<file path="config.mk">
export PLATFORM = sky130hd
export DESIGN_NAME = mc_control_fsm_flat
export DESIGN_NICKNAME = d
export VERILOG_FILES = /design/src/rtl/mc_control_fsm_pkg.sv /design/src/rtl/mc_control_fsm_if.sv /design/src/rtl/mc_control_fsm_perf.sv /design/src/rtl/mc_control_fsm.sv /design/src/flat_wrapper.sv
export SDC_FILE = /design/constraint.sdc
export NUM_CORES = 1
export LEC_CHECK = 0
export BUFFER_PORTS_ARGS = -buffer_cell sky130_fd_sc_hd__buf_2
export CAP_MARGIN = 15
export CORE_MARGIN = 2
export CORE_UTILIZATION = 25
export CTS_CLUSTER_DIAMETER = 30
export DETAILED_ROUTE_END_ITERATION = 7
export PLACE_DENSITY = 0.54
export SYNTH_ARGS = -nofsm -noshare
export SYNTH_HDL_FRONTEND = slang
export SYNTH_HIERARCHICAL = 1
export SYNTH_SLANG_ARGS = --single-unit
</file>
<file path="constraint.sdc">
create_clock -name clk -period 1.9 [get_ports clk]
set_input_delay 0.19 -clock clk [delete_from_list [all_inputs] [get_ports clk]]
set_output_delay 0.19 -clock clk [all_outputs]
set_load 0.05 [all_outputs]
</file>
<file path="src/rtl/mc_control_fsm_pkg.sv">
// Shared opcode encodings and control-field encodings for the multicycle control FSM.
package mc_control_fsm_pkg;

    localparam logic [6:0] OP_LOAD   = 7'b0000011;
    localparam logic [6:0] OP_STORE  = 7'b0100011;
    localparam logic [6:0] OP_BRANCH = 7'b1100011;
    localparam logic [6:0] OP_OP     = 7'b0110011;
    localparam logic [6:0] OP_OP_IMM = 7'b0010011;
    localparam logic [6:0] OP_JAL    = 7'b1101111;
    localparam logic [6:0] OP_JALR   = 7'b1100111;
    localparam logic [6:0] OP_SYSTEM = 7'b1110011;

    typedef enum logic [2:0] {
        ST_IF, ST_ID, ST_EX, ST_MEM, ST_WB, ST_HALT
    } state_t;

    typedef enum logic [1:0] {
        PC_PLUS4 = 2'd0, PC_IMM = 2'd1, PC_ALU = 2'd2
    } pc_src_t;

    typedef enum logic [1:0] {
        ALU_ADD = 2'd0, ALU_BRANCH = 2'd1, ALU_FUNCT = 2'd2
    } alu_op_t;

    typedef enum logic [1:0] {
        SRC_B_RS2 = 2'd0, SRC_B_IMM = 2'd1, SRC_B_FOUR = 2'd2
    } alu_src_b_t;

    // Opcodes that proceed from ID into EX; ECALL is decoded separately.
    function automatic logic is_exec_op(input logic [6:0] op);
        return (op == OP_LOAD) || (op == OP_STORE) || (op == OP_BRANCH) ||
               (op == OP_OP)   || (op == OP_OP_IMM) || (op == OP_JAL)  ||
               (op == OP_JALR);
    endfunction

endpackage

</file>
<file path="src/rtl/mc_control_fsm_if.sv">
// Control bundle between the multicycle FSM (master) and the datapath (slave).
interface mc_control_fsm_if;
    import mc_control_fsm_pkg::*;

    logic [6:0] opcode;
    logic       bcond;
    logic       halt_cond;
    logic       mem_ready;

    logic       ir_write;
    logic       pc_write;
    logic       reg_write;
    logic       mem_read;
    logic       mem_write;
    logic       i_or_d;
    logic       mem_to_reg;
    logic       pc_to_reg;
    logic       alu_src_a;
    alu_src_b_t alu_src_b;
    alu_op_t    alu_op;
    pc_src_t    pc_source;
    logic       is_halted;
    logic       mem_err;
    logic       illegal;

    modport master (
        input  opcode, bcond, halt_cond, mem_ready,
        output ir_write, pc_write, reg_write, mem_read, mem_write, i_or_d,
               mem_to_reg, pc_to_reg, alu_src_a, alu_src_b, alu_op, pc_source,
               is_halted, mem_err, illegal
    );

    modport slave (
        output opcode, bcond, halt_cond, mem_ready,
        input  ir_write, pc_write, reg_write, mem_read, mem_write, i_or_d,
               mem_to_reg, pc_to_reg, alu_src_a, alu_src_b, alu_op, pc_source,
               is_halted, mem_err, illegal
    );

endinterface

</file>
<file path="src/rtl/mc_control_fsm_perf.sv">
// Performance counters (cycles, retired instructions) for mc_control_fsm; built only with PERF_CNT_EN.
module mc_perf_counter #(
    parameter int CNT_W = 32
) (
    input  logic             clk,
    input  logic             reset,
    input  logic             i_cycle_inc,
    input  logic             i_ret_inc,
    output logic [CNT_W-1:0] o_cycle_cnt,
    output logic [CNT_W-1:0] o_instret
);

    logic [CNT_W-1:0] r_cycle_cnt;
    logic [CNT_W-1:0] r_instret;

    // Both counters wrap naturally at 2^CNT_W.
    always_ff @(posedge clk or posedge reset) begin
        if (reset) begin
            r_cycle_cnt <= '0;
            r_instret   <= '0;
        end else begin
            if (i_cycle_inc) r_cycle_cnt <= r_cycle_cnt + CNT_W'(1);
            if (i_ret_inc)   r_instret   <= r_instret + CNT_W'(1);
        end
    end

    assign o_cycle_cnt = r_cycle_cnt;
    assign o_instret   = r_instret;

endmodule

</file>
<file path="src/rtl/mc_control_fsm.sv">
// Multicycle RV control FSM (IF/ID/EX/MEM/WB/HALT) with memory wait timeout.
// Optional performance counters are enabled by defining PERF_CNT_EN.
module mc_control_fsm
    import mc_control_fsm_pkg::*;
#(
    parameter int WAIT_MAX = 0,
    parameter int CNT_W    = 32
) (
    input  logic             clk,
    input  logic             reset,
    mc_control_fsm_if.master ctrl
`ifdef PERF_CNT_EN
    ,
    output logic [CNT_W-1:0] cycle_cnt,
    output logic [CNT_W-1:0] instret
`endif
);

    localparam int WAIT_W = (WAIT_MAX > 0) ? $clog2(WAIT_MAX + 1) : 1;

    state_t            r_state;
    state_t            w_state_next;
    logic [WAIT_W-1:0] r_wait_cnt;
    logic              r_mem_err;
    logic              w_waiting;
    logic              w_timeout;

    // Completion in the limit cycle wins: w_waiting is already low when mem_ready is high.
    assign w_waiting = ((r_state == ST_IF) || (r_state == ST_MEM)) && !ctrl.mem_ready;
    assign w_timeout = (WAIT_MAX > 0) && w_waiting &&
                       (r_wait_cnt == WAIT_W'(WAIT_MAX - 1));

    // NOTE: sequential state uses non-blocking assignments so every register samples pre-edge values.
    always_ff @(posedge clk or posedge reset) begin
        if (reset) begin
            r_state    <= ST_IF;
            r_wait_cnt <= '0;
            r_mem_err  <= 1'b0;
        end else begin
            r_state <= w_state_next;
            if (w_timeout) r_mem_err <= 1'b1;
            if (w_state_next != r_state)
                r_wait_cnt <= '0;
            else if (w_waiting && (r_wait_cnt != '1))
                r_wait_cnt <= r_wait_cnt + WAIT_W'(1);
        end
    end

    // NOTE: every output and the next state get a default first, so no path can infer a latch.
    always_comb begin
        w_state_next    = r_state;
        ctrl.ir_write   = 1'b0;
        ctrl.pc_write   = 1'b0;
        ctrl.reg_write  = 1'b0;
        ctrl.mem_read   = 1'b0;
        ctrl.mem_write  = 1'b0;
        ctrl.i_or_d     = 1'b0;
        ctrl.mem_to_reg = 1'b0;
        ctrl.pc_to_reg  = 1'b0;
        ctrl.alu_src_a  = 1'b0;
        ctrl.alu_src_b  = SRC_B_RS2;
        ctrl.alu_op     = ALU_ADD;
        ctrl.pc_source  = PC_PLUS4;
        ctrl.is_halted  = (r_state == ST_HALT);
        ctrl.mem_err    = r_mem_err;
        ctrl.illegal    = 1'b0;

        unique case (r_state)
            ST_IF: begin
                ctrl.mem_read = 1'b1;
                ctrl.ir_write = ctrl.mem_ready;
                if (ctrl.mem_ready)  w_state_next = ST_ID;
                else if (w_timeout)  w_state_next = ST_HALT;
            end
            ST_ID: begin
                if (ctrl.opcode == OP_SYSTEM) begin
                    if (ctrl.halt_cond) begin
                        w_state_next = ST_HALT;
                    end else begin
                        ctrl.pc_write = 1'b1;
                        w_state_next  = ST_IF;
                    end
                end else if (is_exec_op(ctrl.opcode)) begin
                    w_state_next = ST_EX;
                end else begin
                    ctrl.illegal  = 1'b1;
                    ctrl.pc_write = 1'b1;
                    w_state_next  = ST_IF;
                end
            end
            ST_EX: begin
                case (ctrl.opcode)
                    OP_BRANCH: begin
                        ctrl.alu_op    = ALU_BRANCH;
                        ctrl.pc_write  = 1'b1;
                        ctrl.pc_source = ctrl.bcond ? PC_IMM : PC_PLUS4;
                        w_state_next   = ST_IF;
                    end
                    OP_LOAD, OP_STORE: begin
                        ctrl.alu_src_a = 1'b1;
                        ctrl.alu_src_b = SRC_B_IMM;
                        w_state_next   = ST_MEM;
                    end
                    OP_OP: begin
                        ctrl.alu_src_a = 1'b1;
                        ctrl.alu_op    = ALU_FUNCT;
                        w_state_next   = ST_WB;
                    end
                    OP_OP_IMM: begin
                        ctrl.alu_src_a = 1'b1;
                        ctrl.alu_src_b = SRC_B_IMM;
                        ctrl.alu_op    = ALU_FUNCT;
                        w_state_next   = ST_WB;
                    end
                    OP_JAL: begin
                        ctrl.alu_src_b = SRC_B_FOUR;
                        w_state_next   = ST_WB;
                    end
                    OP_JALR: begin
                        ctrl.alu_src_a = 1'b1;
                        ctrl.alu_src_b = SRC_B_IMM;
                        w_state_next   = ST_WB;
                    end
                    default: w_state_next = ST_IF;
                endcase
            end
            ST_MEM: begin
                ctrl.i_or_d    = 1'b1;
                ctrl.mem_read  = (ctrl.opcode == OP_LOAD);
                ctrl.mem_write = (ctrl.opcode == OP_STORE);
                if (ctrl.mem_ready) begin
                    if (ctrl.opcode == OP_LOAD) begin
                        w_state_next = ST_WB;
                    end else begin
                        ctrl.pc_write = 1'b1;
                        w_state_next  = ST_IF;
                    end
                end else if (w_timeout) begin
                    w_state_next = ST_HALT;
                end
            end
            ST_WB: begin
                ctrl.reg_write  = 1'b1;
                ctrl.mem_to_reg = (ctrl.opcode == OP_LOAD);
                ctrl.pc_to_reg  = (ctrl.opcode == OP_JAL) || (ctrl.opcode == OP_JALR);
                ctrl.pc_write   = 1'b1;
                if (ctrl.opcode == OP_JAL)       ctrl.pc_source = PC_IMM;
                else if (ctrl.opcode == OP_JALR) ctrl.pc_source = PC_ALU;
                w_state_next = ST_IF;
            end
            ST_HALT: w_state_next = ST_HALT;
            default: w_state_next = ST_IF;
        endcase

        // Strobes are gated directly by reset so an in-flight access drops immediately.
        if (reset) begin
            ctrl.ir_write  = 1'b0;
            ctrl.pc_write  = 1'b0;
            ctrl.reg_write = 1'b0;
            ctrl.mem_read  = 1'b0;
            ctrl.mem_write = 1'b0;
            ctrl.illegal   = 1'b0;
        end
    end

`ifdef PERF_CNT_EN
    logic w_cycle_inc;
    logic w_ret_inc;

    assign w_cycle_inc = (r_state != ST_HALT);
    assign w_ret_inc   = (w_state_next == ST_IF) && (r_state != ST_IF) && (r_state != ST_HALT);

    mc_perf_counter #(.CNT_W(CNT_W)) u_perf (
        .clk         (clk),
        .reset       (reset),
        .i_cycle_inc (w_cycle_inc),
        .i_ret_inc   (w_ret_inc),
        .o_cycle_cnt (cycle_cnt),
        .o_instret   (instret)
    );
`else
    logic w_unused_cnt_w;
    assign w_unused_cnt_w = ^CNT_W;
`endif

endmodule

</file>
<file path="src/flat_wrapper.sv">
// flat-port wrapper written by rule: the top's interface ports become plain ports
module mc_control_fsm_flat import mc_control_fsm_pkg::*;
#(
    parameter int WAIT_MAX = 0,
    parameter int CNT_W    = 32
)
  (clk, reset, ctrl_opcode, ctrl_bcond, ctrl_halt_cond, ctrl_mem_ready, ctrl_ir_write, ctrl_pc_write, ctrl_reg_write, ctrl_mem_read, ctrl_mem_write, ctrl_i_or_d, ctrl_mem_to_reg, ctrl_pc_to_reg, ctrl_alu_src_a, ctrl_alu_src_b, ctrl_alu_op, ctrl_pc_source, ctrl_is_halted, ctrl_mem_err, ctrl_illegal);
  mc_control_fsm_if ctrl_i ();
  input  logic clk;
  input  logic reset;
  input wire logic [$bits(ctrl_i.opcode)-1:0] ctrl_opcode;
  input wire logic [$bits(ctrl_i.bcond)-1:0] ctrl_bcond;
  input wire logic [$bits(ctrl_i.halt_cond)-1:0] ctrl_halt_cond;
  input wire logic [$bits(ctrl_i.mem_ready)-1:0] ctrl_mem_ready;
  output wire logic [$bits(ctrl_i.ir_write)-1:0] ctrl_ir_write;
  output wire logic [$bits(ctrl_i.pc_write)-1:0] ctrl_pc_write;
  output wire logic [$bits(ctrl_i.reg_write)-1:0] ctrl_reg_write;
  output wire logic [$bits(ctrl_i.mem_read)-1:0] ctrl_mem_read;
  output wire logic [$bits(ctrl_i.mem_write)-1:0] ctrl_mem_write;
  output wire logic [$bits(ctrl_i.i_or_d)-1:0] ctrl_i_or_d;
  output wire logic [$bits(ctrl_i.mem_to_reg)-1:0] ctrl_mem_to_reg;
  output wire logic [$bits(ctrl_i.pc_to_reg)-1:0] ctrl_pc_to_reg;
  output wire logic [$bits(ctrl_i.alu_src_a)-1:0] ctrl_alu_src_a;
  output wire logic [$bits(ctrl_i.alu_src_b)-1:0] ctrl_alu_src_b;
  output wire logic [$bits(ctrl_i.alu_op)-1:0] ctrl_alu_op;
  output wire logic [$bits(ctrl_i.pc_source)-1:0] ctrl_pc_source;
  output wire logic [$bits(ctrl_i.is_halted)-1:0] ctrl_is_halted;
  output wire logic [$bits(ctrl_i.mem_err)-1:0] ctrl_mem_err;
  output wire logic [$bits(ctrl_i.illegal)-1:0] ctrl_illegal;
  assign ctrl_i.opcode = ctrl_opcode;
  assign ctrl_i.bcond = ctrl_bcond;
  assign ctrl_i.halt_cond = ctrl_halt_cond;
  assign ctrl_i.mem_ready = ctrl_mem_ready;
  assign ctrl_ir_write = ctrl_i.ir_write;
  assign ctrl_pc_write = ctrl_i.pc_write;
  assign ctrl_reg_write = ctrl_i.reg_write;
  assign ctrl_mem_read = ctrl_i.mem_read;
  assign ctrl_mem_write = ctrl_i.mem_write;
  assign ctrl_i_or_d = ctrl_i.i_or_d;
  assign ctrl_mem_to_reg = ctrl_i.mem_to_reg;
  assign ctrl_pc_to_reg = ctrl_i.pc_to_reg;
  assign ctrl_alu_src_a = ctrl_i.alu_src_a;
  assign ctrl_alu_src_b = ctrl_i.alu_src_b;
  assign ctrl_alu_op = ctrl_i.alu_op;
  assign ctrl_pc_source = ctrl_i.pc_source;
  assign ctrl_is_halted = ctrl_i.is_halted;
  assign ctrl_mem_err = ctrl_i.mem_err;
  assign ctrl_illegal = ctrl_i.illegal;
  mc_control_fsm #(.WAIT_MAX(WAIT_MAX), .CNT_W(CNT_W)) u_core (.clk(clk), .reset(reset), .ctrl(ctrl_i));
endmodule
</file>
==> results.txt <==
The run finished, with violations left. The final reports fail on setup timing. In the final design database the tool counted 142 nets. The congestion estimate from routability-driven global placement came to 0.7829. The leakage power came out at 0.0005189 uW. The net count after synthesis is 85. In this run the worst path has a maximum fanout of 3. The slowest stage of the critical path is the sky130_fd_sc_hd__or3b_4 cell.

The utilization after layout is 0.5133. The wire-length estimate of the detail-placed layout is 1529 um. The share of the cycle needed by the critical path after routing came out at 1.041. Of the total power, registers draw 0.140. The first element of the critical path is u_core/r_state[2]$_DFFE_PP0P_. The level count of the clock H-tree came out at 1. The arithmetic-cell share of the synthesized area counting full adders, half adders and majority gates is 0. The power share of the combinational group came out at 0.670.

After technology mapping, the gate count stands at between 70 and 80. The count of antenna diodes in the layout came out at 0. The net switching power came out at 270.1 uW. Of the total power, the clock network draws 0.190.

The worst path setup slack after routing came out at -0.07759 ns. Yosys attributes the largest share of cell area to sky130_fd_sc_hd__dfrtp_1 14%, sky130_fd_sc_hd__nor2_1 9.9%, sky130_fd_sc_hd__nor4_4 8.0%. By startpoint and endpoint, the worst setup path is classified as reg -> out. The critical path data required time came out at 1.71 ns. The post-CTS clock slew at the launch and capture registers of the worst setup and hold paths is 0.03 ns. In the routed layout, each cell is associated on average with a via count of 4.679.

The detailed-router iteration count before antenna repair is 4. The internal power consumption is 323.6 uW. The cell accounting for the most synthesized area is sky130_fd_sc_hd__dfrtp_1.

The post-synthesis share of cell area spent on xor and xnor gates came out at 0.01647. The number of buffer and inverter instances along the worst setup path is 1. Entering global routing, the biggest net connects 9 pins. The remaining antenna violation count is 0. In this run, CTS created clock tree buffers numbering 3. For this run, asynchronously set or reset flops after synthesis account for 1.000. STA classifies the critical path startpoint as a flop. The vertical die dimension is 50.12 um.

The count of endpoints failing hold in the final timing report came to 0. After synthesis, the largest family of logic cells by area is simple AND/OR/NAND/NOR gates. The number of fill cells in the layout came out at 192. The kind of cell adding the most delay to the critical path is simple AND/OR/NAND/NOR gates.

The number of DRC violations after detailed routing is 0. The worst register-to-register path begins at u_core/r_state[2]$_DFFE_PP0P_. During I/O placement, the number of pins put on the boundary was 30. The post-synthesis cell type count came out at 36.

The cell count along the critical path came out at 5. The highest ir drop seen on vdd is 0.4418 mV. After synthesis, the most frequently instantiated cells are 14 x sky130_fd_sc_hd__nor2_1, 5 x sky130_fd_sc_hd__inv_1, 5 x sky130_fd_sc_hd__nand2_1. The power density over the cells is approximately 600 nW/um^2.

The per-cell routed wire length is 11.56 um. Of the total power, the share spent switching nets is 0.4549. The area fraction of the dominant cell type after synthesis is 0.1412. In the post-synthesis netlist, the cell with the most instances is sky130_fd_sc_hd__nor2_1.

The number of vias after detailed routing came out at 730. The number of warning messages in the yosys log came out at 6. The total overflow left after global routing is 0. The maximum number of buffers from clock root to sink came out at 2.

The share of cells above drive strength 1 is 0.5736. The kind of capture point of the worst setup path is an output pin. Setup repair after global routing could not meet its margin everywhere. The aggregate negative setup slack came out at -0.1311 ns. The all-layer global routing usage came out at 0.1547.

The achievable frequency came out at 0.5057 GHz. The synthesized-area fraction occupied by ao, oa, aoi and oai cells came out at 0.2541. The highest cell delay on the worst timing path came out at 0.41 ns.

The clock latency of the later-clocked register in the worst-skew pair is 0.23 ns. The clock root buffer master is sky130_fd_sc_hd__clkbuf_4. The total count of max-transition violations in the final report is 0.

TritonCTS built the clock tree. The endpoint identified for the worst register-to-register timing path is u_core/r_state[2]$_DFFE_PP0P_. The destination of the critical timing path is ctrl_pc_write. The number of global-route vias before repair is 730. The time the worst path needs with I/O delays and setup came out at 1.978 ns. The largest registers in the layout are u_core/r_state: 3 flops.

The initialized floorplan defines 16 standard-cell rows. The average cell area after synthesis came out at 7.284 sq um. The number of buffer cells added on primary ports came out at 28. The arrival time of the worst setup path is around 1.8 ns. Counting cells, the worst reg-to-reg path comes to 8. The placeable core region came out at 1982 sq um.

The number of antenna violations at the first check in global routing came out at 0. For this run, the leading register cell type out of synthesis is sky130_fd_sc_hd__dfrtp_1. The clock sink count is 3. The die width came out at 50.12 um. Traced cell by cell, the critical path runs through or3b_4, nor4_4, a31oi_2, a311oi_4, buf_6. The number of flip-flops under the largest register name is 3. The global-route wire length before repair came out at 3063 um. Of the total synthesized cell area, the portion taken by AND, OR, NAND and NOR gates is 0.4965.

The worst-case register-to-register setup slack came out at 0.06 ns. The number of enable-type register cells in the synthesized netlist is 0. The number of maximum-capacitance constraint violations is 0. The number of DRC markers in iteration 0 came out at 14. The layout overhead on the synthesized area came out at 91.29%.

The most flop-heavy register is u_core/r_state. In this run the cell area of the synthesized design comes to 531.8 sq um. The final worst clock skew came out at a little over 0.007 ns. The path class of the tightest hold or removal check is in -> reg. The synthesized design contains 3 register bits. The floorplan step defined a die boundary enclosing 2512 sq um.

The total wire length came out at 1803 um. The sequential area share after synthesis came out at 0.1412. The mux cell area share after synthesis came out at 0. The final number of setup-violating endpoints is 2. The initial utilization of the core area, before any placement, comes to 0.2683.
cell type report:
class / count / area (sq um) / share of cell area
timing repair buffer: 55 / 385.4 / 0.3788
multi-input combinational: 62 / 478.0 / 0.4699
sequential: 3 / 75.07 / 0.07380
clock buffer: 4 / 26.28 / 0.02583
inverter: 5 / 18.77 / 0.01845
tap: 27 / 33.78 / 0.03321
metrics by stage:
stage | hold WS (ns) | cell area, sq um | cells | setup slack [ns] | total power, uW
after floorplan | -0.05636 | 575.6 | 73 | -0.6628 | 329.3
after global placement | 0.1363 | 903.4 | 149 | -0.02383 | 448.6
after detailed placement | 0.1402 | 903.4 | 149 | -0.06750 | 451.6
after CTS | 0.3430 | 973.4 | 155 | -0.09113 | 592.9
after global routing | 0.3802 | 1017 | 156 | -0.1723 | 640.9
final | 0.3569 | 1017 | 156 | -0.07759 | 593.7
how the worst min path moves through the flow:
stage	from	to	cells after the start
2_1_floorplan	reset	u_core/r_state[0]$_DFFE_PP0P_	1
3_3_place_gp	reset	u_core/r_state[1]$_DFFE_PP0P_	2
3_5_place_dp	reset	u_core/r_state[2]$_DFFE_PP0P_	2
4_1_cts	ctrl_mem_ready	u_core/r_state[2]$_DFFE_PP0P_	3
5_1_grt	ctrl_mem_ready	u_core/r_state[2]$_DFFE_PP0P_	3
6_report	ctrl_mem_ready	u_core/r_state[2]$_DFFE_PP0P_	3
layer usage:
layer	track usage	part of all wire	vias up
met5	0	0	-
met4	0.02315	0	0
met3	0.02424	0.054	0
met2	0.2697	0.50	21
met1	0.2015	0.44	325
li1	-	-	384
cells by family after synthesis:
| kind of cell | count (synthesis) |
|---|---|
| AND/OR/NAND/NOR | 43 |
| other | 1 |
| AO/OA/AOI/OAI | 17 |
| XOR/XNOR | 1 |
| buffers and inverters | 8 |
| flip-flops | 3 |
tightest hold or removal path, stage by stage:
cell and delay (ns):
sky130_fd_sc_hd__buf_2 0.13, sky130_fd_sc_hd__a21oi_1 0.11, sky130_fd_sc_hd__o32ai_1 0.10
cells in the final DEF, fill, tap and decap left out, types with 3 or more instances in the layout:
cell / n
sky130_fd_sc_hd__buf_4: 26
sky130_fd_sc_hd__buf_2: 21
sky130_fd_sc_hd__nor2_1: 13
sky130_fd_sc_hd__clkbuf_4: 5
sky130_fd_sc_hd__inv_1: 5
sky130_fd_sc_hd__buf_6: 4
sky130_fd_sc_hd__nand2_1: 4
sky130_fd_sc_hd__and3_1: 3
sky130_fd_sc_hd__nor4_4: 3
sky130_fd_sc_hd__o21a_1: 3
sky130_fd_sc_hd__dfrtp_1: 3
power by group through the flow:
stage	sequential [uW]	clock (uW)	combinational (uW)
floorplan	94.2	0	235
global placement	83.6	0	365
detailed placement	84.0	0	368
CTS	83.4	119	390
global route	87.5	125	429
finish	83.2	113	398
what timing repair did:
item / CTS / global route
hold endpoints to repair: 3 / 0
buffers inserted: 1 / 1
hold buffers: 1 / 0
endpoints found under the setup margin: 5 / 13
pin swaps: 3 / 3
gates resized for setup: 7 / 14
No activity file was read; power rests on OpenSTA's default activity.
